==> config.mk <==
export PLATFORM = sky130hd
export DESIGN_NAME = sysid_wait_timer
export DESIGN_NICKNAME = d
export VERILOG_FILES = /design/src/rtl/sysid_pkg.sv /design/src/rtl/sysid_wait_timer.sv
export SDC_FILE = /design/constraint.sdc
export NUM_CORES = 1
export LEC_CHECK = 0
export BUFFER_PORTS_ARGS = -buffer_cell sky130_fd_sc_hd__buf_2
export CAP_MARGIN = 20
export CORE_AREA = 2 2 39 41
export DETAILED_ROUTE_END_ITERATION = 8
export DIE_AREA = 0 0 41 43
export GPL_ROUTABILITY_DRIVEN = 1
export GPL_TIMING_DRIVEN = 0
export PLACE_DENSITY = 0.42
export SYNTH_ARGS = -nofsm -noshare
export SYNTH_HDL_FRONTEND = slang
export SYNTH_SLANG_ARGS = --single-unit
==> constraint.sdc <==
create_clock -name clk_i -period 2.7 [get_ports clk_i]
set_input_delay 0.135 -clock clk_i [delete_from_list [all_inputs] [get_ports clk_i]]
set_output_delay 0.135 -clock clk_i [all_outputs]
set_load 0.1 [all_outputs]
==> src/rtl/sysid_pkg.sv <==
// sysid_pkg: shared types and constants for the system-ID checker.
//   state_e           checker FSM states
//   SYSID_ADDR_*      word addresses on the sysid slave control port
//   SYSID_DEFAULT_*   build-time expected ID and timestamp words
package sysid_pkg;

    typedef enum logic [1:0] {IDLE, RD_ID, RD_TS, CHECK} state_e;

    localparam logic SYSID_ADDR_ID = 1'b0;
    localparam logic SYSID_ADDR_TS = 1'b1;

    localparam logic [31:0] SYSID_DEFAULT_ID = 32'h556174D8;
    localparam logic [31:0] SYSID_DEFAULT_TS = 32'h4DEE4B26;

endpackage

==> src/rtl/sysid_wait_timer.sv <==
// sysid_wait_timer: counts consecutive stalled read cycles and flags expiry.
//   clk_i      system clock
//   reset_n_i  synchronous active-low reset
//   clr_i      clear the count (takes priority over en_i)
//   en_i       count this cycle (read stalled)
//   expired_o  stalled on the LIMIT-th consecutive cycle
module sysid_wait_timer
    import sysid_pkg::*;
#(
    parameter int unsigned LIMIT = 256
) (
    input  logic clk_i,
    input  logic reset_n_i,
    input  logic clr_i,
    input  logic en_i,
    output logic expired_o
);

    localparam int unsigned W = $clog2(LIMIT);

    logic [W-1:0] cnt_q, cnt_d;

    always_comb cnt_d = clr_i ? '0 : en_i ? cnt_q + W'(1) : cnt_q;

    always_ff @(posedge clk_i) begin
        if (!reset_n_i) cnt_q <= '0;
        else            cnt_q <= cnt_d;
    end

    // Gated by en_i so expiry only fires while the read is still stalled.
    assign expired_o = en_i && (cnt_q == W'(LIMIT - 1));

endmodule

==> run summary <==
- completed — run status
- 30.1% — final design utilization
- 9.37 um — average wire per cell in the routed design
- 188 um2 — Multi-input gate area
- 2 — number of buffers on the longest clock path
- cnt_q — register bank with the most flops
- dfxtp_1 — area leader, netlist
- 8 — clock tree sinks
- 3 — Buffers on Ports
- 0 — post-cts gate resize count
- 0 — antenna violations before repair
- 8 — register bit count reported by yosys
- 1770 ps — Final min period
- 0 — total of endpoints with negative setup slack in the final report
- 0 — MaxCap Viol Count
- 1630 ps — data arrival at the endpoint of the critical path
- 59 — number of cells after detailed placement
- primary output — CP Capture Type
- 0.150 nW — leakage dissipation
- 45 — Syn Nets
- 11.7% — GRT met1 Usage
- 0 — number of antenna-violating nets in the routed design
- 0 ps — TNS Setup
- buf_2 — Worst path slowest cell
- 3 — number of buffers created by CTS
- 0 — final number of max-transition violations
- 19.6% — layout cell share with drive strength beyond 1
- 65.4% — portion of the clock cycle consumed by the worst path in the final layout
- 53 — Final #Nets
- 0 — Hold Vio Cnt, Final
- 520 nW/um2 — power per unit of standard cell area
- cnt_q: 8 flops — largest registers ranked by flip-flop count
- 62 — filler-free cell count of the finished design
- 266 — number of global-route vias before repair
- 68.0% — headroom to the max-slew limit
- 40 — post-synthesis cell count
- 2 — initial DRC count
- 50 ps — CTS clk-pin slew, worst paths
- 453 um — Final HPWL DP
- 8 — max FFs per register
- 9.67% — Global Route Usage Sum
- 394 um2 — cell area reported after detailed placement
- 12.2% — met2 demand-to-capacity share in global routing
- 417 um2 — cell area after layout
- 16 — count of cell types in the netlist
- 0 — aggregate global routing overflow
- 0 — antenna cell count
- 0.157 mV — Worst IR Drop VDD
- 483 ps — measured slew at the worst slew-check pin
- 45.2% — share of synthesized area occupied by flip-flops and latches
- 567 MHz — maximum clock frequency
- 0.680 — weighted congestion reported at the end of routability-driven placement
- 0 — post-CTS repair timing setup buffer count
- 0 — Residual DRC
- 4 — largest driver fanout on the critical path
- 8.85 um2 — Avg Synthesized Cell Area
- flip-flop — type of origin of the critical path
- 250 ps — clock latency at the later pin of the worst-skew pair
- 14 — Row Count
- 17.7% — Area growth syn-to-layout
- input pin to flip-flop — path category of the worst min-delay check
- 160 um2 — Storage cell area
- 2570 ps — WP data required
- 45.2% — proportion of netlist area held by the largest area contributor
- ha_1 -> nand4_2 -> nor3_2 -> buf_2 — crit path cell chain
- 440 ps — slowest cell delay on critical path
- 5 — number of top-level design ports
- clkbuf_4 — Clk Tree Root Cell
- flip-flop to primary output — Worst Path Class, Setup
- no — unrepaired setup endpoints after global routing
- 9 — maximum number of pins on one net before global-route repair
- 154 — number of filler cells placed in the layout
- 1760 um2 — area of the die
- 2 — total iterations of the first detailed-routing run
- 0 — count of synthesis-stage warnings from yosys
- 1 — H-tree level count
- dfxtp_1 (45%), xor2_1 (7.4%), nand4_1 (5.3%) — biggest area contributors in the synthesized netlist
- 1380 um2 — Placeable Area
- built — TritonCTS clock tree
- 0 — number of buffers inserted for hold repair after clock tree synthesis
- 1.27 ps — final clock skew
- 43 um — die outline height
- 25.6% — Initial Util
- 3.14% — GRT met3 Usage
- 581 um — Routed WL
- 4.37 — Via density
- met2 — most used routing layer
- 1090 um — global-route wire length before repair
- 41 um — horizontal die dimension
- 354 um2 — combined area of all synthesized cells
- 271 — detailed-route via count
==> kinds of logic after synthesis <==
| kind of cell | count (synthesis) | synth area share (%) |
|---|---|---|
| multiplexers | 1 | 2.83 |
| XOR/XNOR | 4 | 9.90 |
| flip-flops | 8 | 45.2 |
| AO/OA/AOI/OAI | 6 | 8.48 |
| AND/OR/NAND/NOR | 18 | 26.9 |
| adder cells (fa/ha/maj) | 1 | 3.53 |
| buffers and inverters | 2 | 3.18 |
==> cell type report <==
cell class | count | area share (%)
repair buffers | 3 | 3.60
flip-flops and latches | 8 | 38.4
well taps | 16 | 4.80
plain buffers | 2 | 2.70
clock buffers | 3 | 5.41
multi-input cells | 30 | 45.0
==> synthesized netlist by cell type (all sizes together) <==
cell type  n
nor3       1
dfxtp      8
nand2      4
xor2       3
clkbuf     1
ha         1
nand4      4
xnor2      1
nand2b     1
buf        1
o21ai      3
a21oi      3
nor2       5
mux2i      1
or3        3
==> layer usage <==
metal	vias to the layer above	part of all wire [%]
met5	-	0
met4	0	0
met3	0	1.7
met2	2	51
met1	119	47
li1	150	-
==> worst paths after layout <==
kind / from / end / slack [ps] / cells after the start
setup / recovery: cnt_q[0] / expired_o / 930 / 4
setup reg to reg: cnt_q[0] / cnt_q[6] / 1360 / 4
hold reg to reg: cnt_q[7] / cnt_q[7] / 490 / 2
hold / removal: en_i / cnt_q[1] / 190 / 3
==> power by group <==
group          leakage [nW]  total (mW)  switching [mW]  internal (mW)
logic                0.0717     0.00953         0.00483        0.00470
clock network        0.0138      0.0866          0.0361         0.0505
registers            0.0646       0.121         0.00124          0.119
total                 0.150       0.217          0.0421          0.175
==> critical path: cells and delay by family (launching register included) <==
| family | cells | cell delay (ps) |
|---|---|---|
| and+or+nand+nor | 2 | 350 |
| DFF | 1 | 390 |
| buffers and inverters | 1 | 440 |
| adders and majority gates | 1 | 200 |
==> cell usage in the layout (no fill, tap or decap), drive strengths merged <==
master  instances
or3             3
xor2            3
buf             4
o21ai           3
nor2            5
nand2b          1
ha              1
nand2           4
mux2i           1
dfxtp           8
clkbuf          4
xnor2           1
nor3            1
a21oi           3
nand4           4
==> stage by stage <==
stage               hold WS, ps  total power [mW]  setup slack (ps)
floorplan                   420             0.130               620
global placement            444             0.132              1210
detailed placement          447             0.133              1180
CTS                         179             0.225               906
global route                191             0.233               775
finish                      189             0.217               935
No activity file was read; power rests on OpenSTA's default activity.
